`src/rtl/fetch_sequencer_pkg.sv`:
```
// fetch_sequencer_pkg
//   Shared definitions for the instruction fetch sequencer: FSM state
//   encoding, instruction width, PC increment and PC alignment helper.
package fetch_sequencer_pkg;

    localparam int          INSTR_W = 32;
    localparam logic [31:0] PC_INC  = 32'd4;

    typedef enum logic [2:0] {
        FS_IDLE    = 3'd0,
        FS_REQ     = 3'd1,
        FS_HOLD    = 3'd2,
        FS_DISCARD = 3'd3,
        FS_FAULT   = 3'd4
    } fs_state_t;

    // Instructions are word aligned; the two low address bits are dropped.
    function automatic logic [INSTR_W-1:0] align_pc(input logic [INSTR_W-1:0] pc);
        return {pc[INSTR_W-1:2], 2'b00};
    endfunction

endpackage

```
`src/rtl/fetch_watchdog.sv`:
```
// fetch_watchdog
//   Counts cycles a memory request waits for its acknowledge and flags a
//   timeout on the last permitted waiting cycle.
// Ports
//   clk      in  system clock
//   rst      in  synchronous active-high reset
//   clear    in  restart the count (new request, ack, state change)
//   count_en in  request pending and not acknowledged this cycle
//   timeout  out this waiting cycle is the TIMEOUT_CYCLES-th one
module fetch_watchdog #(
    parameter int TIMEOUT_CYCLES = 16,
    parameter int CNT_W          = 5
) (
    input  logic clk,
    input  logic rst,
    input  logic clear,
    input  logic count_en,
    output logic timeout
);

    localparam logic [CNT_W-1:0] LAST = CNT_W'(TIMEOUT_CYCLES - 1);

    logic [CNT_W-1:0] r_count;

    always_ff @(posedge clk) begin
        if (rst || clear) begin
            r_count <= '0;
        end else if (count_en) begin
            r_count <= r_count + CNT_W'(1);
        end
    end

    assign timeout = count_en && (r_count == LAST);

endmodule

```
`src/rtl/fetch_sequencer.sv`:
```
// fetch_sequencer
//   Owns the PC, issues one memory read per instruction over req/ack,
//   presents the fetched word to decode over valid/ready, handles branch
//   redirects (flushing the fetch in flight) and faults on memory timeout.
// Ports
//   clk, rst                       clock, synchronous active-high reset
//   enable                         fetch permitted (only gates new requests)
//   redirect_valid, redirect_pc    one-cycle redirect to a new PC
//   mem_req, mem_addr              read request and its address (registered)
//   mem_ack, mem_rdata             read completion and instruction word
//   instr_valid, instr, instr_pc   fetched instruction to decode (registered)
//   instr_ready                    decode accepts the instruction
//   fetch_fault                    sticky memory-timeout flag
module fetch_sequencer
    import fetch_sequencer_pkg::*;
#(
    parameter logic [31:0] RESET_PC       = 32'h0000_0000,
    parameter int          TIMEOUT_CYCLES = 16,
    parameter int          CNT_W          = 5
) (
    input  logic               clk,
    input  logic               rst,
    input  logic               enable,
    input  logic               redirect_valid,
    input  logic [31:0]        redirect_pc,
    output logic               mem_req,
    output logic [31:0]        mem_addr,
    input  logic               mem_ack,
    input  logic [INSTR_W-1:0] mem_rdata,
    output logic               instr_valid,
    output logic [INSTR_W-1:0] instr,
    output logic [31:0]        instr_pc,
    input  logic               instr_ready,
    output logic               fetch_fault
);

    fs_state_t          r_state, w_state_nxt;
    logic [31:0]        r_pc, w_pc_nxt;
    logic               r_mem_req, w_mem_req_nxt;
    logic [31:0]        r_mem_addr, w_mem_addr_nxt;
    logic               r_instr_valid, w_instr_valid_nxt;
    logic [INSTR_W-1:0] r_instr, w_instr_nxt;
    logic [31:0]        r_instr_pc, w_instr_pc_nxt;
    logic               r_fault, w_fault_nxt;

    logic               w_ack;
    logic               w_start;
    logic               w_timeout;
    logic               w_wd_clear;
    logic               w_wd_count;
    logic [31:0]        w_redirect_pc;

    // An ack only counts while a request is outstanding.
    assign w_ack         = r_mem_req && mem_ack;
    assign w_redirect_pc = align_pc(redirect_pc);
    assign w_wd_count    = r_mem_req && !mem_ack;
    assign w_wd_clear    = w_ack || w_start || (w_state_nxt != r_state);

    fetch_watchdog #(
        .TIMEOUT_CYCLES (TIMEOUT_CYCLES),
        .CNT_W          (CNT_W)
    ) u_watchdog (
        .clk      (clk),
        .rst      (rst),
        .clear    (w_wd_clear),
        .count_en (w_wd_count),
        .timeout  (w_timeout)
    );

    always_comb begin
        w_state_nxt       = r_state;
        w_pc_nxt          = r_pc;
        w_mem_req_nxt     = r_mem_req;
        w_mem_addr_nxt    = r_mem_addr;
        w_instr_valid_nxt = r_instr_valid;
        w_instr_nxt       = r_instr;
        w_instr_pc_nxt    = r_instr_pc;
        w_fault_nxt       = r_fault;
        w_start           = 1'b0;

        case (r_state)
            FS_IDLE: begin
                if (redirect_valid) w_pc_nxt = w_redirect_pc;
                w_start = enable;
            end
            FS_REQ: begin
                if (redirect_valid) begin
                    w_pc_nxt = w_redirect_pc;
                    if (w_ack) begin
                        // Returned word belongs to the old stream: drop it.
                        w_mem_req_nxt = 1'b0;
                        w_state_nxt   = FS_IDLE;
                        w_start       = enable;
                    end else begin
                        // The request cannot be withdrawn; absorb its ack later.
                        w_state_nxt = FS_DISCARD;
                    end
                end else if (w_ack) begin
                    w_instr_nxt       = mem_rdata;
                    w_instr_pc_nxt    = r_pc;
                    w_instr_valid_nxt = 1'b1;
                    w_mem_req_nxt     = 1'b0;
                    w_state_nxt       = FS_HOLD;
                end else if (w_timeout) begin
                    w_mem_req_nxt = 1'b0;
                    w_fault_nxt   = 1'b1;
                    w_state_nxt   = FS_FAULT;
                end
            end
            FS_HOLD: begin
                // A redirect wins over a same-cycle handshake: no PC increment.
                if (redirect_valid || instr_ready) begin
                    w_pc_nxt          = redirect_valid ? w_redirect_pc : r_pc + PC_INC;
                    w_instr_valid_nxt = 1'b0;
                    w_state_nxt       = FS_IDLE;
                    w_start           = enable;
                end
            end
            FS_DISCARD: begin
                if (redirect_valid) w_pc_nxt = w_redirect_pc;
                if (w_ack) begin
                    w_mem_req_nxt = 1'b0;
                    w_state_nxt   = FS_IDLE;
                    w_start       = enable;
                end else if (w_timeout && !redirect_valid) begin
                    w_mem_req_nxt = 1'b0;
                    w_fault_nxt   = 1'b1;
                    w_state_nxt   = FS_FAULT;
                end
            end
            FS_FAULT: begin
                if (redirect_valid) begin
                    w_pc_nxt    = w_redirect_pc;
                    w_fault_nxt = 1'b0;
                    w_state_nxt = FS_IDLE;
                    w_start     = enable;
                end
            end
            default: begin
                w_state_nxt = FS_IDLE;
            end
        endcase

        // Common entry into REQ: raise the request at the (possibly new) PC.
        if (w_start) begin
            w_state_nxt    = FS_REQ;
            w_mem_req_nxt  = 1'b1;
            w_mem_addr_nxt = w_pc_nxt;
        end
    end

    always_ff @(posedge clk) begin
        if (rst) begin
            r_state       <= FS_IDLE;
            r_pc          <= RESET_PC;
            r_mem_req     <= 1'b0;
            r_mem_addr    <= RESET_PC;
            r_instr_valid <= 1'b0;
            r_instr       <= '0;
            r_instr_pc    <= '0;
            r_fault       <= 1'b0;
        end else begin
            r_state       <= w_state_nxt;
            r_pc          <= w_pc_nxt;
            r_mem_req     <= w_mem_req_nxt;
            r_mem_addr    <= w_mem_addr_nxt;
            r_instr_valid <= w_instr_valid_nxt;
            r_instr       <= w_instr_nxt;
            r_instr_pc    <= w_instr_pc_nxt;
            r_fault       <= w_fault_nxt;
        end
    end

    assign mem_req     = r_mem_req;
    assign mem_addr    = r_mem_addr;
    assign instr_valid = r_instr_valid;
    assign instr       = r_instr;
    assign instr_pc    = r_instr_pc;
    assign fetch_fault = r_fault;

endmodule

```
`config.mk`:
```
export PLATFORM = sky130hd
export DESIGN_NAME = fetch_sequencer
export DESIGN_NICKNAME = d
export VERILOG_FILES = /design/src/rtl/fetch_sequencer_pkg.sv /design/src/rtl/fetch_watchdog.sv /design/src/rtl/fetch_sequencer.sv
export SDC_FILE = /design/constraint.sdc
export NUM_CORES = 1
export LEC_CHECK = 0
export ABC_AREA = 1
export BUFFER_PORTS_ARGS = -buffer_cell sky130_fd_sc_hd__buf_2
export CAP_MARGIN = 20
export CORE_MARGIN = 2
export CORE_UTILIZATION = 58
export DETAILED_ROUTE_END_ITERATION = 8
export GPL_TIMING_DRIVEN = 0
export PLACE_DENSITY = 0.85
export SYNTH_ARGS = -nofsm -noshare
export SYNTH_HDL_FRONTEND = slang
export SYNTH_SLANG_ARGS = --single-unit
```
`constraint.sdc`:
```
create_clock -name clk -period 2.69 [get_ports clk]
set_input_delay 0.269 -clock clk [delete_from_list [all_inputs] [get_ports clk]]
set_output_delay 0.269 -clock clk [all_outputs]
set_load 0.02 [all_outputs]
```
==> impl_metrics.toml <==
[run_status]
status = "completed"

[routing]
wirelength_um = 21500
drc = 0
vias = 7845
drt_iter0_drc = 871
viasPerCell = 5.54
first_pass_iters = 5
wl_per_cell_um = 15.2
drtAntennaViolNets = 0

[critical_path]
crit_slowest_cell = "dfxtp_1"
path_cells = "ha_1, nand2_1, nor2_1, ha_1, inv_1, nor2_1, nand2_1, nand2_1, nand3_1, nand2_1, nand2_1, nand2_1, nand2_1, nor2_2, nand2_2, nor2_1"
reg2reg_from = "u_watchdog.r_count[0]"
critPathRequiredTime_ns = 3.05
path_delay_family = "simple AND/OR/NAND/NOR gates"
crit_path_start_kind = "flip-flop"
critPathArrivalTime_ns = 2.52
cpMostUsedCell = "nand2_1"
r2r_cells = 16
setup.worst_path.class = "flip-flop to flip-flop"
endpoint_kind = "flip-flop"
worstReg2RegEnd = "u_watchdog.r_count[4]"
r2r_setup_slack_ns = 0.54
slowest_delay_ns = 0.38
path_max_fanout = 5
crit_buf_inv = 1

[logic_synthesis]
synth.top_cell.area_share_pct = 39.7
synth-edff-count = 0
ys_warn_count = 0
syn-cell-area_sq_um = 7010
synth-async-reset-ratio_pct = 0
ys_seq_elements = 139
yosysSeqAreaShare_pct = 39.7
ys_top_cells_by_area = "dfxtp_1 (40%), nand2_1 (16%), nor2_1 (7.9%)"
ys_types = 36
syn_area_per_cell_sq_um = 6.54
synth_top_area_cell = "dfxtp_1"
syn-num-nets = 1145
synthCells = 1072
ys.flop_type = "dfxtp_1"

[die]
dieArea_sq_um = 13000
start_util_pct = 58.8
io_pins = 169
rows = 40
die_w_um = 114
core_sq_um = 11900
fp.dieH_um = 114

[min_path]
holdCritStartpoint = "mem_rdata[15]"
min_path_cells = 3
worstHoldPathType = "primary input to flip-flop"
min_to = "instr[15]"

[grt]
grt_max_degree = 17
grt.total_usage_pct = 33.2
grt_first_pass_wirelength_um = 34200
antenna_found_initial = 0
grt-ovfl-total = 0
grt_pass1_vias = 7123

[sta]
rsz0062_at_grt = "false"
fin_setup_tns_ns = 0
tightest_slew_ns = 0.899
fin_skew_ns = 0.0120
finalCritPeriodShare_pct = 80.0
setup_viol_count_final = 0
max_freq_mhz = 465
relSlewSlack_pct = 40.1
hold_slack_ns = 0.0591
hold_violations = 0
slew_viol_final = 0
fin_crit_ns = 2.15

[cts]
clk_latency_ns = 0.43
cts_root_buf = "clkbuf_16"
cts.sinks = 139
cts_tree = "built"
cts_hold_buf = 0
cts_buffers = 17
clk_path_buf_depth = 2
post-cts-setup-buffer-count = 0
h-tree-depth = 4
cts_resized = 0
clkTransAtPathRegs_ns = 0.06

[final_layout]
multi_input_area_sq_um = 3550
final_common_cell = "nand2_1"
utilization_pct = 72.5
synthToLayoutAreaGrowth_pct = 23.2
seq_area_sq_um = 2780
diodes = 0
final.fill_count = 1050
fin_nets = 1330
drive_gt1_share_pct = 19.7
mostFrequentLayoutCells = "nand2_1 (300), buf_2 (188), nor2_1 (147), dfxtp_1 (139), o21ai_0 (103)"

[power]
total_power_w = 0.00546
p_leak_nw = 4.22
p_int_w = 0.00391
power_density_nw_per_um2 = 632
swShare_pct = 28.4
power.switching_w = 0.00155
power.clock.fraction_pct = 44.3
irDropWorstVdd_mv = 0.513
seqPwrFrac_pct = 41.1
pwr-share-comb_pct = 14.6

[placed_design]
port_buffers = 166
place.gp.congestion = 0.974
place_hpwl_um = 15600

[job]
cap_violations = 0
## layout make-up
class,count,area share [%]
timing repair buffer,166,9.62
buffer,61,3.46
clock inverter,13,1.93
tap,147,2.13
clock buffer,19,5.13
multi-input combinational,772,41.1
inverter,100,4.38
sequential,139,32.2
## Yosys cell counts (2+ instances only)
master and n:
buf_1 2, a211oi_1 2, nor2_4 5, ha_1 3
o21a_1 11, nand2_1 300, clkbuf_1 27, a31oi_1 2
buf_4 6, buf_6 2, nand2_2 3, nor2_8 2
o21ai_0 103, nand4_1 14, inv_1 94, nand3_1 81
o211ai_1 7, nor2_2 2, xor2_1 3, buf_2 22
a221oi_1 13, dfxtp_1 139, inv_2 5, nor2_1 147
a21oi_1 61, nor3_1 6
## registers in the layout, summed over array words and instances (netlist names)
| register | count |
|---|---|
| u_watchdog.r_count | 5 |
| mem_addr | 32 |
| r_state | 3 |
| instr_valid | 1 |
| mem_req | 1 |
| fetch_fault | 1 |
| instr_pc | 32 |
| r_pc | 32 |
| instr | 32 |
## worst max-delay path by stage
stage	from	endpoint	cells after the start
2_1_floorplan	u_watchdog.r_count[0]	u_watchdog.r_count[0]	16
3_3_place_gp	u_watchdog.r_count[0]	u_watchdog.r_count[4]	16
6_report	u_watchdog.r_count[0]	u_watchdog.r_count[4]	16
5_1_grt	u_watchdog.r_count[0]	u_watchdog.r_count[0]	16
3_5_place_dp	u_watchdog.r_count[0]	u_watchdog.r_count[2]	16
4_1_cts	u_watchdog.r_count[0]	u_watchdog.r_count[4]	16
## power groups by stage
| stage | clock network (W) | logic (W) | registers (W) |
|---|---|---|---|
| after floorplan | 0 | 0.000454 | 0.00233 |
| after global placement | 0 | 0.000758 | 0.00228 |
| after detailed placement | 0 | 0.000770 | 0.00228 |
| after CTS | 0.00243 | 0.000781 | 0.00224 |
| after global routing | 0.00251 | 0.000876 | 0.00225 |
| final | 0.00242 | 0.000795 | 0.00224 |
## routing by layer
| layer | global-route usage [%] | vias up | wire length [um] | part of all wire (%) |
|---|---|---|---|---|
| met5 | 0 | - | 0 | 0 |
| met4 | 13.0 | 0 | 743 | 3.5 |
| met3 | 8.71 | 59 | 2070 | 9.6 |
| met2 | 54.2 | 429 | 9730 | 45 |
| met1 | 42.0 | 3521 | 8960 | 42 |
| li1 | - | 3836 | - | - |
## worst register-to-register path, cell delays in order, from the launching register on
cell,delay [ns]
dfxtp_1,0.38
ha_1,0.19
nand2_1,0.06
nor2_1,0.09
ha_1,0.17
inv_1,0.04
nor2_1,0.23
nand2_1,0.11
nand2_1,0.12
nand3_1,0.08
nand2_1,0.13
nand2_1,0.07
nand2_1,0.06
nand2_1,0.06
nor2_2,0.11
nand2_2,0.11
nor2_1,0.09
## metrics by stage
stage                     area (sq um)  worst slack, ns  instances
after floorplan                   7010            0.973       1072
after detailed placement          8020            0.619       1385
after CTS                         8630            0.594       1417
after global routing              8630            0.331       1417
final                             8630            0.538       1417
after global placement            8020            0.691       1385
## logic make-up (layout without fill, tap and decap cells)
logic type	Yosys count	after routing	synth area share, %
muxes	1	1	0.143
buffers and inverters	161	359	9.66
xor gates and xnor gates	3	3	0.375
AOI/OAI and AO/OA	201	201	15.9
DFF	139	139	39.7
and+or+nand+nor	564	564	33.7
adders and majority gates	3	3	0.536
No activity file was read; power rests on OpenSTA's default activity.
